[src/rtl/axi4lite_rr_arbiter.sv]
`default_nettype none
// ============================================================================
// Module   : axi4lite_rr_arbiter
// Purpose  : Two-master round-robin arbiter for a shared AXI4-Lite slave.
//            Produces registered one-hot grants for the write path (AW/W/B)
//            and the read path (AR/R). Each grant is held from the address
//            request until the response handshake completes.
// Ports    : ACLK, ARESETn (async, active-low)
//            M0/M1_AWVALID, M0/M1_ARVALID  - master requests
//            S_* VALID/READY               - post-mux slave-side handshakes
//            WR_GNT, RD_GNT                - one-hot grants (bit0=M0, bit1=M1)
//            WR_BUSY, RD_BUSY              - channel FSM not idle
//            TO_ERR                        - one-cycle watchdog pulse
// Options  : `define AXI4LITE_ARB_TIMEOUT_EN builds per-channel watchdogs
//            that force release after TIMEOUT_CYCLES busy cycles.
// Revision : 1.0 - initial release
// ============================================================================
module axi4lite_rr_arbiter #(
  parameter int TIMEOUT_CYCLES = 256,
  parameter int TO_W           = 9
) (
  input  logic       ACLK,
  input  logic       ARESETn,
  input  logic       M0_AWVALID,
  input  logic       M1_AWVALID,
  input  logic       M0_ARVALID,
  input  logic       M1_ARVALID,
  input  logic       S_AWVALID,
  input  logic       S_AWREADY,
  input  logic       S_WVALID,
  input  logic       S_WREADY,
  input  logic       S_BVALID,
  input  logic       S_BREADY,
  input  logic       S_ARVALID,
  input  logic       S_ARREADY,
  input  logic       S_RVALID,
  input  logic       S_RREADY,
  output logic [1:0] WR_GNT,
  output logic [1:0] RD_GNT,
  output logic       WR_BUSY,
  output logic       RD_BUSY,
  output logic       TO_ERR
);

  typedef enum logic [1:0] {W_IDLE = 2'd0, W_REQ = 2'd1, W_RESP = 2'd2} wr_state_t;
  typedef enum logic [1:0] {R_IDLE = 2'd0, R_ADDR = 2'd1, R_DATA = 2'd2} rd_state_t;

  // One-hot winner; on contention the master that did not win last time wins.
  // last = 1 means M1 won last.
  function automatic logic [1:0] f_pick(input logic req0, input logic req1,
                                        input logic last);
    logic [1:0] res;
    res = 2'b00;
    if (req0 && req1) res = last ? 2'b01 : 2'b10;
    else if (req0)    res = 2'b01;
    else if (req1)    res = 2'b10;
    return res;
  endfunction

  wr_state_t  r_wr_state;
  rd_state_t  r_rd_state;
  logic [1:0] r_wr_gnt;
  logic [1:0] r_rd_gnt;
  logic       r_wr_last;
  logic       r_rd_last;
  logic       r_aw_done;
  logic       r_w_done;

  logic [1:0] w_wr_pick;
  logic [1:0] w_rd_pick;
  logic       w_aw_hs;
  logic       w_w_hs;
  logic       w_b_hs;
  logic       w_ar_hs;
  logic       w_r_hs;
  logic       w_wr_to;
  logic       w_rd_to;

  assign w_wr_pick = f_pick(M0_AWVALID, M1_AWVALID, r_wr_last);
  assign w_rd_pick = f_pick(M0_ARVALID, M1_ARVALID, r_rd_last);
  assign w_aw_hs   = S_AWVALID & S_AWREADY;
  assign w_w_hs    = S_WVALID  & S_WREADY;
  assign w_b_hs    = S_BVALID  & S_BREADY;
  assign w_ar_hs   = S_ARVALID & S_ARREADY;
  assign w_r_hs    = S_RVALID  & S_RREADY;

`ifdef AXI4LITE_ARB_TIMEOUT_EN
  localparam logic [TO_W-1:0] c_TO_LAST = TO_W'(TIMEOUT_CYCLES - 1);

  logic [TO_W-1:0] r_wr_cnt;
  logic [TO_W-1:0] r_rd_cnt;
  logic            r_to_err;

  assign w_wr_to = (r_wr_state != W_IDLE) && (r_wr_cnt == c_TO_LAST);
  assign w_rd_to = (r_rd_state != R_IDLE) && (r_rd_cnt == c_TO_LAST);

  // Counters sit at zero while idle, so every new grant starts from zero.
  always_ff @(posedge ACLK or negedge ARESETn) begin
    if (!ARESETn) begin
      r_wr_cnt <= '0;
      r_rd_cnt <= '0;
      r_to_err <= 1'b0;
    end else begin
      r_wr_cnt <= (r_wr_state == W_IDLE || w_wr_to) ? '0 : r_wr_cnt + 1'b1;
      r_rd_cnt <= (r_rd_state == R_IDLE || w_rd_to) ? '0 : r_rd_cnt + 1'b1;
      // Simultaneous expiry on both channels merges into one pulse.
      r_to_err <= w_wr_to | w_rd_to;
    end
  end

  assign TO_ERR = r_to_err;
`else
  assign w_wr_to = 1'b0;
  assign w_rd_to = 1'b0;
  assign TO_ERR  = 1'b0;

  // Watchdog parameters only matter when the watchdog is built.
  if (TIMEOUT_CYCLES > 0 && TO_W > 0) begin : g_param_ok
  end
`endif

  // Write channel FSM.
  always_ff @(posedge ACLK or negedge ARESETn) begin
    if (!ARESETn) begin
      r_wr_state <= W_IDLE;
      r_wr_gnt   <= 2'b00;
      r_wr_last  <= 1'b1;
      r_aw_done  <= 1'b0;
      r_w_done   <= 1'b0;
    end else if (w_wr_to) begin
      r_wr_state <= W_IDLE;
      r_wr_gnt   <= 2'b00;
      r_aw_done  <= 1'b0;
      r_w_done   <= 1'b0;
    end else begin
      case (r_wr_state)
        W_IDLE: begin
          if (|w_wr_pick) begin
            r_wr_gnt   <= w_wr_pick;
            r_wr_last  <= w_wr_pick[1];
            r_wr_state <= W_REQ;
            r_aw_done  <= 1'b0;
            r_w_done   <= 1'b0;
          end
        end
        W_REQ: begin
          // AW and W may complete in either order or together.
          if ((r_aw_done | w_aw_hs) && (r_w_done | w_w_hs)) begin
            r_wr_state <= W_RESP;
            r_aw_done  <= 1'b0;
            r_w_done   <= 1'b0;
          end else begin
            if (w_aw_hs) r_aw_done <= 1'b1;
            if (w_w_hs)  r_w_done  <= 1'b1;
          end
        end
        W_RESP: begin
          if (w_b_hs) begin
            r_wr_state <= W_IDLE;
            r_wr_gnt   <= 2'b00;
          end
        end
        default: begin
          r_wr_state <= W_IDLE;
          r_wr_gnt   <= 2'b00;
        end
      endcase
    end
  end

  // Read channel FSM.
  always_ff @(posedge ACLK or negedge ARESETn) begin
    if (!ARESETn) begin
      r_rd_state <= R_IDLE;
      r_rd_gnt   <= 2'b00;
      r_rd_last  <= 1'b1;
    end else if (w_rd_to) begin
      r_rd_state <= R_IDLE;
      r_rd_gnt   <= 2'b00;
    end else begin
      case (r_rd_state)
        R_IDLE: begin
          if (|w_rd_pick) begin
            r_rd_gnt   <= w_rd_pick;
            r_rd_last  <= w_rd_pick[1];
            r_rd_state <= R_ADDR;
          end
        end
        R_ADDR: begin
          if (w_ar_hs) r_rd_state <= R_DATA;
        end
        R_DATA: begin
          if (w_r_hs) begin
            r_rd_state <= R_IDLE;
            r_rd_gnt   <= 2'b00;
          end
        end
        default: begin
          r_rd_state <= R_IDLE;
          r_rd_gnt   <= 2'b00;
        end
      endcase
    end
  end

  assign WR_GNT  = r_wr_gnt;
  assign RD_GNT  = r_rd_gnt;
  assign WR_BUSY = (r_wr_state != W_IDLE);
  assign RD_BUSY = (r_rd_state != R_IDLE);

endmodule
`default_nettype wire

[config.mk]
export PLATFORM = sky130hd
export DESIGN_NAME = axi4lite_rr_arbiter
export DESIGN_NICKNAME = d
export VERILOG_FILES = /design/src/rtl/axi4lite_rr_arbiter.sv
export SDC_FILE = /design/constraint.sdc
export NUM_CORES = 1
export LEC_CHECK = 0
export CAP_MARGIN = 20
export CORE_AREA = 4 4 46 48
export CTS_BUF_LIST = sky130_fd_sc_hd__clkbuf_16
export CTS_CLUSTER_SIZE = 16
export DETAILED_ROUTE_END_ITERATION = 10
export DIE_AREA = 0 0 50 52
export GPL_ROUTABILITY_DRIVEN = 0
export GPL_TIMING_DRIVEN = 0
export HOLD_SLACK_MARGIN = 0.03
export PLACE_DENSITY_LB_ADDON = 0.1
export SLEW_MARGIN = 10
export SYNTH_ARGS = -nofsm -noshare
export SYNTH_HDL_FRONTEND = slang
export SYNTH_SLANG_ARGS = --single-unit
[constraint.sdc]
create_clock -name ACLK -period 1 [get_ports ACLK]
set_clock_uncertainty 0.05 [all_clocks]
set_input_delay 0.1 -clock ACLK [delete_from_list [all_inputs] [get_ports ACLK]]
set_output_delay 0.1 -clock ACLK [all_outputs]
set_load 0.02 [all_outputs]
== Yosys cells after proc, flatten, opt, wreduce, memory -nomap -nowiden ==
Index checks and enable logic that the tools add are counted.
Word-level totals
  register bits: 12
  latch bits: 0
  memory bits (writable): 0
  bits in read-only memories: 0
  bits of input ports: 16
  output and inout port bits: 7
  logic and storage cells: 74
  memories: 0
Cells by class
  $add $sub $neg: 0
  multipliers: 0
  divide/modulo/power cells: 0
  magnitude comparators: 0
  equality and inequality tests: 12
  shifts and indexed selects: 0
  mux-type cells: 27
  bitwise operators: 9
  reductions and logical operators: 18
Operators by type and width (count)
  2-bit two-way mux: 16
  2-bit case mux with 3 select lines: 4
  3-bit AND reduction: 6
  2-bit inequality test, second input constant: 6
  3-bit inequality test, second input constant: 2
  2-bit nonzero test: 3
  1-bit AND: 5
  1-bit two-way mux: 5
  2-bit by 1-bit == test with 1-bit output, second input constant: 2
  2-bit == test, second input constant: 2
  2-bit logical NOT: 2
  1-bit case mux with 2 select lines: 2
  2-bit AND reduction: 2
  2-bit OR reduction: 2
  1-bit logical AND: 3
  1-bit NOT: 2
  1-bit bitwise OR: 2

== Longest topological paths before layout ==
Gate-level depths: netlist of run 1.
  word-level depth: 6
  mapped depth: 3
  gate-level depth less buffers: 3

== Worst setup path before layout of run 1 ==
OpenSTA, ideal clock, no wires.
  path kind: reg-to-reg
  start point: reg r_wr_state[0]
  end point: reg r_wr_gnt[0] (netlist: WR_GNT[0])
  library setup time: 0.120 ns
  arrival time: 0.913 ns
  data required time: 0.830 ns
  slack: -0.083 ns
  stages on the path, launching flop included: 4
  buffers on the path: 0
  clock period less this slack: 1.083 ns
  cell sequence: dfrtp_1 -> nor2_2 -> o21ai_1 -> a31o_1
On the way
  longest elaborated chain between the ends: 3
  elaborated cells between the ends (all ways): 8
Ends and longest elaborated chain
  start: declaration: RTL line 60  | wr_state_t r_wr_state;
  start signal: assignment: RTL line 125  | r_wr_state <= W_IDLE;
  start signal: assignment: RTL line 131  | r_wr_state <= W_IDLE;
  start signal: assignment: RTL line 141  | r_wr_state <= W_REQ;
  2-bit == test, or another cell as far along: RTL line 136  | case (r_wr_state)
  2-bit inequality test (no source line) or 1-bit NOT (tied branches)
  3-bit AND reduction (no source line)
  end signal: assignment: RTL line 139  | r_wr_gnt <= w_wr_pick;
  end: declaration: RTL line 62  | logic [1:0] r_wr_gnt;
Parallel ways exist; a longest one is shown, timed or not.
A chain may end at the register's enable or synchronous reset.

== Worst setup path in the final report of run 1 ==
  start point: reg r_rd_state[0]
  end point: reg r_rd_gnt[0] (netlist: RD_GNT[0])
On the way
  longest elaborated chain between the ends: 3
  elaborated cells between the ends (all ways): 8
Ends and longest elaborated chain
  start: declaration: RTL line 61  | rd_state_t r_rd_state;
  start signal: assignment: RTL line 174  | r_rd_state <= R_IDLE;
  start signal: assignment: RTL line 178  | r_rd_state <= R_IDLE;
  start signal: assignment: RTL line 186  | r_rd_state <= R_ADDR;
  2-bit == test, or another cell as far along: RTL line 181  | case (r_rd_state)
  2-bit inequality test (no source line) or 1-bit NOT (tied branches)
  3-bit AND reduction (no source line)
  end signal: assignment: RTL line 184  | r_rd_gnt <= w_rd_pick;
  end: declaration: RTL line 63  | logic [1:0] r_rd_gnt;
Parallel ways exist; a longest one is shown, timed or not.

==> run metrics, run 1 <==
status finished with violations; failing checks negative setup slack; Routed Antenna Nets 0; Required @ worst endpoint 1.07 ns; kind of critical path register to register; max-slew violations 0; non-filler cells, final 119; synth top area cells dfrtp_1 (42%), dfstp_2 (8.8%), nand2_1 (4.4%); clock power share 24.5%; Setup crit start r_rd_state[0]$_DFFE_PN0P_; H-tree levels 1; vias in the first global route 521; final WL 1.48 mm; cts-stage hold buffer count 0; Power Internal 1.92 mW; first-pass GRT wire length 2.20 mm; total clock sinks 12; # fillers 128; DRT Pass-1 Iters 4; static leakage 0.455 nW; post-DP HPWL 874 microns; Tightest Hold Check Type input port to async pin; max cap viols 0; routed vias/inst approximately 5.0; RSZ-0062 raised after global routing true; Die Y 52 microns; CTS Buf Count 3; R2R Setup Slk -0.11 ns; worst r2r path cells 3; CP Max Fanout 3; crit path launch type register; Die Footprint ~2600 sq um; area delta synth->final 83.2%; Vias 597; Tcrit/Tclk final 111%; Diodes inserted 0; cell area after synthesis about 600 sq um; grt ovf 0; #FFs+latches synth 12; Setup violations, final 10; Pwr Total 2.90 mW; pre-CTS setup slack -0.470 ns; Critical Path Sink Type register; port buffer count 21; area leader, netlist dfrtp_1; Fin Setup TNS -0.724 ns; Flop pwr share around 31%; initial antenna violation count 0; FF-to-FF Start r_rd_state[0]$_DFFE_PN0P_; R2R Path End RD_GNT[0]$_DFFE_PN0P_; switch share about a third; FP Rows 15; min Tclk post-route between 1 and 1.5 ns; CTS root buffer clkbuf_16; simple-gate share of the synthesized area between 15 and 20%; complex-gate fraction of the synthesized area ~27%; Initial DRC Count 5; logic gate share of total power between 40 and 50%; largest family of logic cells by synthesized area compound AO/OA/AOI/OAI gates; clock slew seen by the registers of the worst setup and hold paths 0.04 ns; post-synthesis sequential area ratio 50.8%; synth warn 0; maximum number of pins on one net before global-route repair 13; Post-Synth Adder-Cell Area 0%; Worst slew margin approximately 63%; Post-Synth XOR/XNOR Area 0%; GRT Total Usage 11.2%; Longest Clk Path Bufs 2; DRC 0; Peak VDD IR 1.26 mV; Nets 112; CTS tree done; final core occ 63.9%; chip width 50 microns; wire per inst 12.5 microns; Synth cell types 25; insertion delay to the later sink of the worst-skew pair 0.23 ns; Setup crit end RD_GNT[0]$_DFFE_PN0P_; Achievable Freq ~900 MHz; Mapped Nets slightly below 80; share of cells above drive strength 1 42.6%; final hold violations 0; critical path arrival 1.18 ns; Psw 981 uW; Worst Tran Pin Value around 0.56 ns; effective utilization at floorplan a little over a third; share of the synthesized area in the top cell type 42.0%; commonest cells after routing, fill and taps aside clkdlybuf4s50_1 (14), nand2_1 (7), buf_6 (7); PwrDens approximately 2700 nW/um^2; Cells after Synth 61; final worst slack -0.108 ns; Cells after DPL 107; mux contribution to synthesized area 0%; Top Ports 23; most common cell after layout, fill and taps aside clkdlybuf4s50_1; core area 1710 sq um; Synth Area per Inst 9.76 sq um
[timing repair]
action	CTS	global route
resized for setup	47	16
pin swaps	3	6
endpoints found under the setup margin	15	13
buffers inserted	7	2
[worst min path at each step]
| stage | startpoint | end | slack [ns] | depth (start not counted) |
|---|---|---|---|---|
| after floorplan | ARESETn | RD_GNT[0]$_DFFE_PN0P_ | -0.25 | 0 |
| final | ARESETn | r_w_done$_DFFE_PN0P_ | 0.18 | 1 |
| after detailed placement | RD_GNT[1]$_DFFE_PN0P_ | RD_GNT[1]$_DFFE_PN0P_ | 0.43 | 1 |
| after CTS | ARESETn | r_w_done$_DFFE_PN0P_ | 0.20 | 1 |
| after global routing | ARESETn | r_w_done$_DFFE_PN0P_ | 0.23 | 1 |
| after global placement | RD_GNT[1]$_DFFE_PN0P_ | RD_GNT[1]$_DFFE_PN0P_ | 0.43 | 1 |
[flip-flops by register name, indices dropped and copies added (netlist names)]
register	count
RD_GNT	2
WR_GNT	2
r_rd_state	2
r_wr_state	2
r_aw_done	1
r_rd_last	1
r_w_done	1
r_wr_last	1
[power groups by stage]
stage / Clock [mW] / Combinational [mW] / Sequential [mW]
6_report: 0.711 / 1.28 / 0.903
4_1_cts: 0.724 / 1.10 / 0.876
5_1_grt: 0.759 / 1.40 / 0.934
3_5_place_dp: 0 / 0.879 / 0.899
2_1_floorplan: 0 / 0.450 / 0.953
3_3_place_gp: 0 / 0.878 / 0.897
[routing by layer]
metal  up-vias  wire length [microns]  global-route usage [%]
li1        291                      -                       -
met2        20                    777                    18.3
met1       284                    589                    13.0
met3         2                    105                    3.44
met4         0                     10                    5.99
met5         -                      0                       0
[cell families (layout without fill, tap and decap cells)]
group | after synthesis | in the layout
other cells | 1 | 1
compound gates | 23 | 23
simple gates | 21 | 21
buf+inv | 4 | 37
flops | 12 | 12
[layout make-up]
type / count / area (sq um) / area share, %
Tap cell: 25 / 31.3 / 2.87
Timing Repair Buffer: 30 / 282 / 25.8
Multi-Input combinational cell: 45 / 377 / 34.5
Inverter: 3 / 11.3 / 1.03
Sequential cell: 12 / 308 / 28.2
Buffer: 1 / 7.51 / 0.688
Clock buffer: 3 / 75.1 / 6.88
[Yosys cell counts]
cell,count
nor2_1,2
nor3_1,3
a211oi_1,1
nor2_2,1
nand2b_1,3
a31o_1,2
a311oi_1,1
dfstp_2,2
and3_1,2
o21ai_0,5
o21ba_2,1
buf_4,1
and2_0,1
a32o_1,2
nand2_1,7
o21ai_1,1
nor2b_1,1
a31oi_1,4
dfrtp_1,10
inv_1,3
nand4b_1,1
o2bb2ai_1,1
o2bb2ai_2,1
conb_1,1
a21oi_1,4
[stage by stage]
stage,instance area [sq um],hold WS (ns)
4_1_cts,1010,0.200
2_1_floorplan,602,-0.246
3_3_place_gp,843,0.427
3_5_place_dp,843,0.435
5_1_grt,1090,0.226
6_report,1090,0.179
[critical path, stage by stage, from the launching register on]
cell       delay [ns]
dfrtp_2          0.43
o21ba_4          0.25
o2bb2ai_4        0.06
a32o_1           0.21
Power figures use the tool's default switching activity.
==> inputs of run 2 (changes only) <==
ABC_AREA = 1   (was unset)
==> run metrics, run 2 <==
Synth cell types 15; grt ovf 0; CP Max Fanout 2; DRC 0; # fillers 139; CTS Buf Count 3; max incr delay on CP roughly 0.41 ns; Fin Setup TNS -0.602 ns; Psw 1.24 mW; commonest cells after routing, fill and taps aside nand2_1 (27), clkdlybuf4s50_1 (15), inv_1 (10); Setup violations, final 12; Tightest Hold Check Type input port to async pin; Synth Area per Inst approximately 7.3 sq um; clock power share 21.9%; Tcrit/Tclk final 110%; Nets roughly 130; cell area after synthesis 609 sq um; share of the synthesized area in the top cell type 41.1%; total clock sinks 12; Slowest cell on crit path dfrtp_1; Required @ worst endpoint about 0.85 ns; final WL approximately 1.4 mm; status finished with violations; Buffers & Inverters on Critical Path 2; CP Cell Sequence nor2_4 > inv_2 > buf_6; Mapped Nets 99; Power Internal just over 2 mW; cell with the most instances after synthesis nand2_1; max cap viols 0; Die Y about 52 microns; wire per inst 10.1 microns; H-tree levels 1; Peak VDD IR 1.53 mV; Vias 602; chip width 50 microns; final hold violations 0; final worst slack -0.100 ns; effective utilization at floorplan 35.7%; Routed Antenna Nets 0; Cells after Synth between 80 and 90; CTS tree done; synth cell count leaders nand2_1 (32), inv_1 (15), dfrtp_1 (10), nand3_1 (5), nor2_1 (5); kind of critical path register to output port; min Tclk post-route 1.10 ns; logic gate share of total power between 50% and 60%; #FFs+latches synth 12; first-pass GRT wire length 2.35 mm; Longest Clk Path Bufs 2; DRT Pass-1 Iters 4; maximum number of pins on one net before global-route repair 13; post-synthesis sequential area ratio between 40 and 50%; CTS root buffer clkbuf_16; Die Footprint 2600 sq um; clock slew seen by the registers of the worst setup and hold paths 0.04 ns; final core occ 61.9%; most common cell after layout, fill and taps aside nand2_1; Diodes inserted 0; core area 1710 sq um; critical path arrival around 0.95 ns; Initial DRC Count 3; GRT Total Usage 12.2%; synth top area cells dfrtp_1 (41%), nand2_1 (20%), inv_1 (9.2%); Synth async-reset ratio 100%; area delta synth->final 73.5%; Achievable Freq just over 900 MHz; max-slew violations 0; FP Rows 15; EDFF count, synth 0; routed vias/inst 4.27; switch share 37.8%; failing checks negative setup slack; crit path launch type register; RSZ-0062 raised after global routing true; ys flop type dfrtp_1; insertion delay to the later sink of the worst-skew pair 0.24 ns; Worst Tran Pin Value 0.526 ns; share of cells above drive strength 1 37.1%; static leakage 0.564 nW; cts-stage hold buffer count 0; port buffer count 21; Critical Path Sink Type output port; Flop pwr share around 27%; vias in the first global route 568; Top Ports 23; initial antenna violation count 0; synth warn 0; CP top delay family flip-flops; area leader, netlist dfrtp_1; Worst slew margin 64.8%; PwrDens 3100 nW/um^2; post-DP HPWL 960 microns
run 2: changes by cell type in the layout (fill, tap and decap cells not counted), sizes merged, moves of 4 or more:
| cell | before | now |
|---|---|---|
| nand3 | 0 | 5 |
| nor2 | 3 | 7 |
| inv | 3 | 15 |
| nand2 | 7 | 33 |
| a31oi | 4 | 0 |
run 2: worst paths after layout:
check                                          startpoint                         to  slack [ns]  cells after the start
worst min-delay path                              ARESETn      RD_GNT[1]$_DFFE_PN0P_        0.16                      1
max in group asynchronous                         ARESETn  r_wr_state[1]$_DFFE_PN0P_        0.36                      1
min in group ACLK                   r_wr_last$_DFFE_PN1P_      r_wr_last$_DFFE_PN1P_        0.41                      2
worst max-delay path            r_wr_state[0]$_DFFE_PN0P_                    WR_BUSY       -0.10                      3
worst min register to register      r_wr_last$_DFFE_PN1P_      r_wr_last$_DFFE_PN1P_        0.41                      2
worst max register to register  r_wr_state[0]$_DFFE_PN0P_      r_aw_done$_DFFE_PN0P_       -0.06                      7
run 2: final cells by class:
type	count	area (sq um)	area share (%)
repair buffers	29	260	24.6
clock inverters	1	3.75	0.355
flip-flops and latches	12	304	28.8
plain buffers	1	7.51	0.710
inverters	15	56.3	5.33
multi-input cells	55	319	30.2
well taps	25	31.3	2.96
clock buffers	3	75.1	7.10
run 2: logic make-up after synthesis:
kind of cell / synth area share (%)
AOI/OAI and AO/OA: 5.75
buffers and inverters: 10.5
DFF: 49.7
other: 0.615
and+or+nand+nor: 33.5
run 2: repair_timing:
action | CTS | global route
setup buffers | 5 | 3
endpoints found under the setup margin | 15 | 14
pin swaps | 7 | 12
resized for setup | 45 | 14
run 2: worst register-to-register path: cells and delay by family, from the launching register on:
kind | cells | cell delay [ns]
simple gates | 5 | 0.36
flops | 1 | 0.41
buf+inv | 2 | 0.15
run 2: power groups by stage:
| stage | registers [mW] | clock network (mW) | logic, mW |
|---|---|---|---|
| after floorplan | 0.923 | 0 | 0.668 |
| after CTS | 0.875 | 0.736 | 1.44 |
| after global routing | 0.907 | 0.768 | 1.85 |
| after detailed placement | 0.870 | 0 | 1.14 |
| final | 0.879 | 0.717 | 1.68 |
| after global placement | 0.862 | 0 | 1.14 |
run 2: through the flow:
step	instances	hold WS [ns]	worst slack (ns)	cell area, sq um	power, mW
global placement	129	0.407	-0.353	851	2.00
finish	141	0.164	-0.100	1060	3.28
detailed placement	129	0.414	-0.364	851	2.01
global route	141	0.209	-0.140	1060	3.53
floorplan	83	-0.246	0.00288	609	1.59
CTS	138	0.174	-0.0977	997	3.05
run 2: metal layers:
layer	vias to the layer above	track usage [%]	wire, microns
met5	-	0	0
li1	317	-	-
met3	2	3.44	89
met4	0	6.91	23
met2	18	21.5	755
met1	265	13.0	560
==> inputs of run 3 (changes only) <==
CORE_AREA = 2 2 44 46   (was 4 4 46 48)
CTS_CLUSTER_SIZE = unset   (was 16)
DIE_AREA = 0 0 46 48   (was 0 0 50 52)
==> run metrics, run 3 (synthesis gave the netlist of run 2 again) <==
final WL 1.35 mm; wire per inst between 10 and 15 microns; post-DP HPWL 921 microns; M1 WL between 500 and 600 microns; PwrDens between 3000 and 4000 nW/um^2; area occupied by registers 304 sq um; Slowest cell on crit path dfrtp_1; # fillers about 160; CTS tree done; port buffer count 21; GRT Total Usage around 14%; maximum number of pins on one net before global-route repair 13; Longest Clk Path Bufs 2; Achievable Freq between 800 and 900 MHz; first-pass GRT wire length 2.01 mm; worst hold slack 0.164 ns; area delta synth->final 67.4%; met2 wire len slightly above 700 microns; failing checks negative setup slack; core area roughly 1700 sq um; commonest cells after routing, fill and taps aside nand2_1 (29), clkdlybuf4s50_1 (15), inv_1 (11); routed vias/inst 4.65; Critical Path Sink Type output port; most common cell after layout, fill and taps aside nand2_1; placed inst area about 840 sq um; CTS root buffer clkbuf_16; effective utilization at floorplan 36.1%; finished layout cell area 1020 sq um; Diodes inserted 0; DRC 0; max-slew violations 0; met3 WL 79 microns; Required @ worst endpoint 0.85 ns; min Tclk post-route 1.13 ns; Tightest Hold Check Type input port to async pin; CP Max Fanout 2; share of cells above drive strength 1 31.9%; DRT Pass-1 Iters 4; Peak VDD IR 1.57 mV; max incr delay on CP 0.39 ns; FP Rows 15; Fin Setup TNS -0.660 ns; Nets 130; total clock sinks 12; Worst Tran Pin Value 0.527 ns; initial antenna violation count 0; insertion delay to the later sink of the worst-skew pair 0.24 ns; Die Footprint between 2000 and 2500 sq um; pre-CTS setup slack -0.363 ns; CTS Buf Count 3; multi-input logic area 307 sq um; Worst slew margin 64.7%; Die Y ~48 microns; Initial DRC Count 3; grt ovf 0; top layer used by detailed routing met4; H-tree levels 1; max cap viols 0; Routed Antenna Nets 0; vias in the first global route 534; CP Cell Sequence nor2_2 > inv_2 > buf_6; static leakage 0.545 nW; critical path arrival 0.98 ns; RSZ-0062 raised after global routing true; status finished with violations; chip width about 46 microns; kind of critical path register to output port; clock slew seen by the registers of the worst setup and hold paths 0.04 ns; final hold violations 0; crit path launch type register; Tcrit/Tclk final 113%; Setup violations, final 12; Pwr Total between 3 and 4 mW; Top Ports 23; final worst slack -0.131 ns; Vias 605
==> run 3: changes by cell type in the layout (fill, tap and decap cells not counted), sizes merged <==
| cell | delta |
|---|---|
| buf | -3 |
==> run 3: worst paths after layout <==
kind	to	slack (ns)	depth (start not counted)	from
hold reg to reg	r_wr_last$_DFFE_PN1P_	0.41	2	r_wr_last$_DFFE_PN1P_
min in group ACLK	r_wr_last$_DFFE_PN1P_	0.41	2	r_wr_last$_DFFE_PN1P_
hold / removal	RD_GNT[0]$_DFFE_PN0P_	0.16	1	ARESETn
max in group asynchronous	r_wr_state[1]$_DFFE_PN0P_	0.36	1	ARESETn
setup reg to reg	WR_GNT[1]$_DFFE_PN0P_	-0.09	5	r_wr_state[0]$_DFFE_PN0P_
setup / recovery	RD_BUSY	-0.13	3	r_rd_state[0]$_DFFE_PN0P_
==> run 3: report_power, final <==
| part | switching (mW) | internal [mW] |
|---|---|---|
| sequential | 0.136 | 0.746 |
| combinational | 0.863 | 0.702 |
| clock | 0.192 | 0.525 |
| total | 1.19 | 1.97 |
==> run 3: timing repair <==
| item | in CTS | in global routing |
|---|---|---|
| endpoints found under the setup margin | 15 | 14 |
| pin swaps | 6 | 8 |
| resized for setup | 42 | 14 |
| hold buffers | 0 | 0 |
| setup buffers | 5 | 0 |
| hold endpoints to repair | 0 | 0 |
==> run 3: layout make-up <==
type / count / share of cell area, %
Buffer: 1 / 0.736
Clock buffer: 3 / 7.36
Clock inverter: 1 / 0.368
Inverter: 15 / 5.52
Multi-Input combinational cell: 55 / 30.1
Sequential cell: 12 / 29.8
Tap cell: 17 / 2.09
Timing Repair Buffer: 26 / 24.0
==> run 3: per-stage QoR <==
stage	std cells	util (%)
after global placement	121	49.8
after global routing	130	60.4
final	130	60.4
after CTS	130	57.6
after detailed placement	121	49.8
after floorplan	83	-
==> run 3: per-layer routing <==
| metal | vias to the layer above | global-route usage, % |
|---|---|---|
| met4 | 0 | 9.14 |
| met5 | - | 0 |
| li1 | 312 | - |
| met2 | 18 | 23.6 |
| met1 | 273 | 14.2 |
| met3 | 2 | 3.77 |
==> run 3: critical path: cells and delay by family, from the launching register on <==
kind / cells / cell delay, ns
simple gates: 1 / 0.16
buf+inv: 2 / 0.20
flops: 1 / 0.39
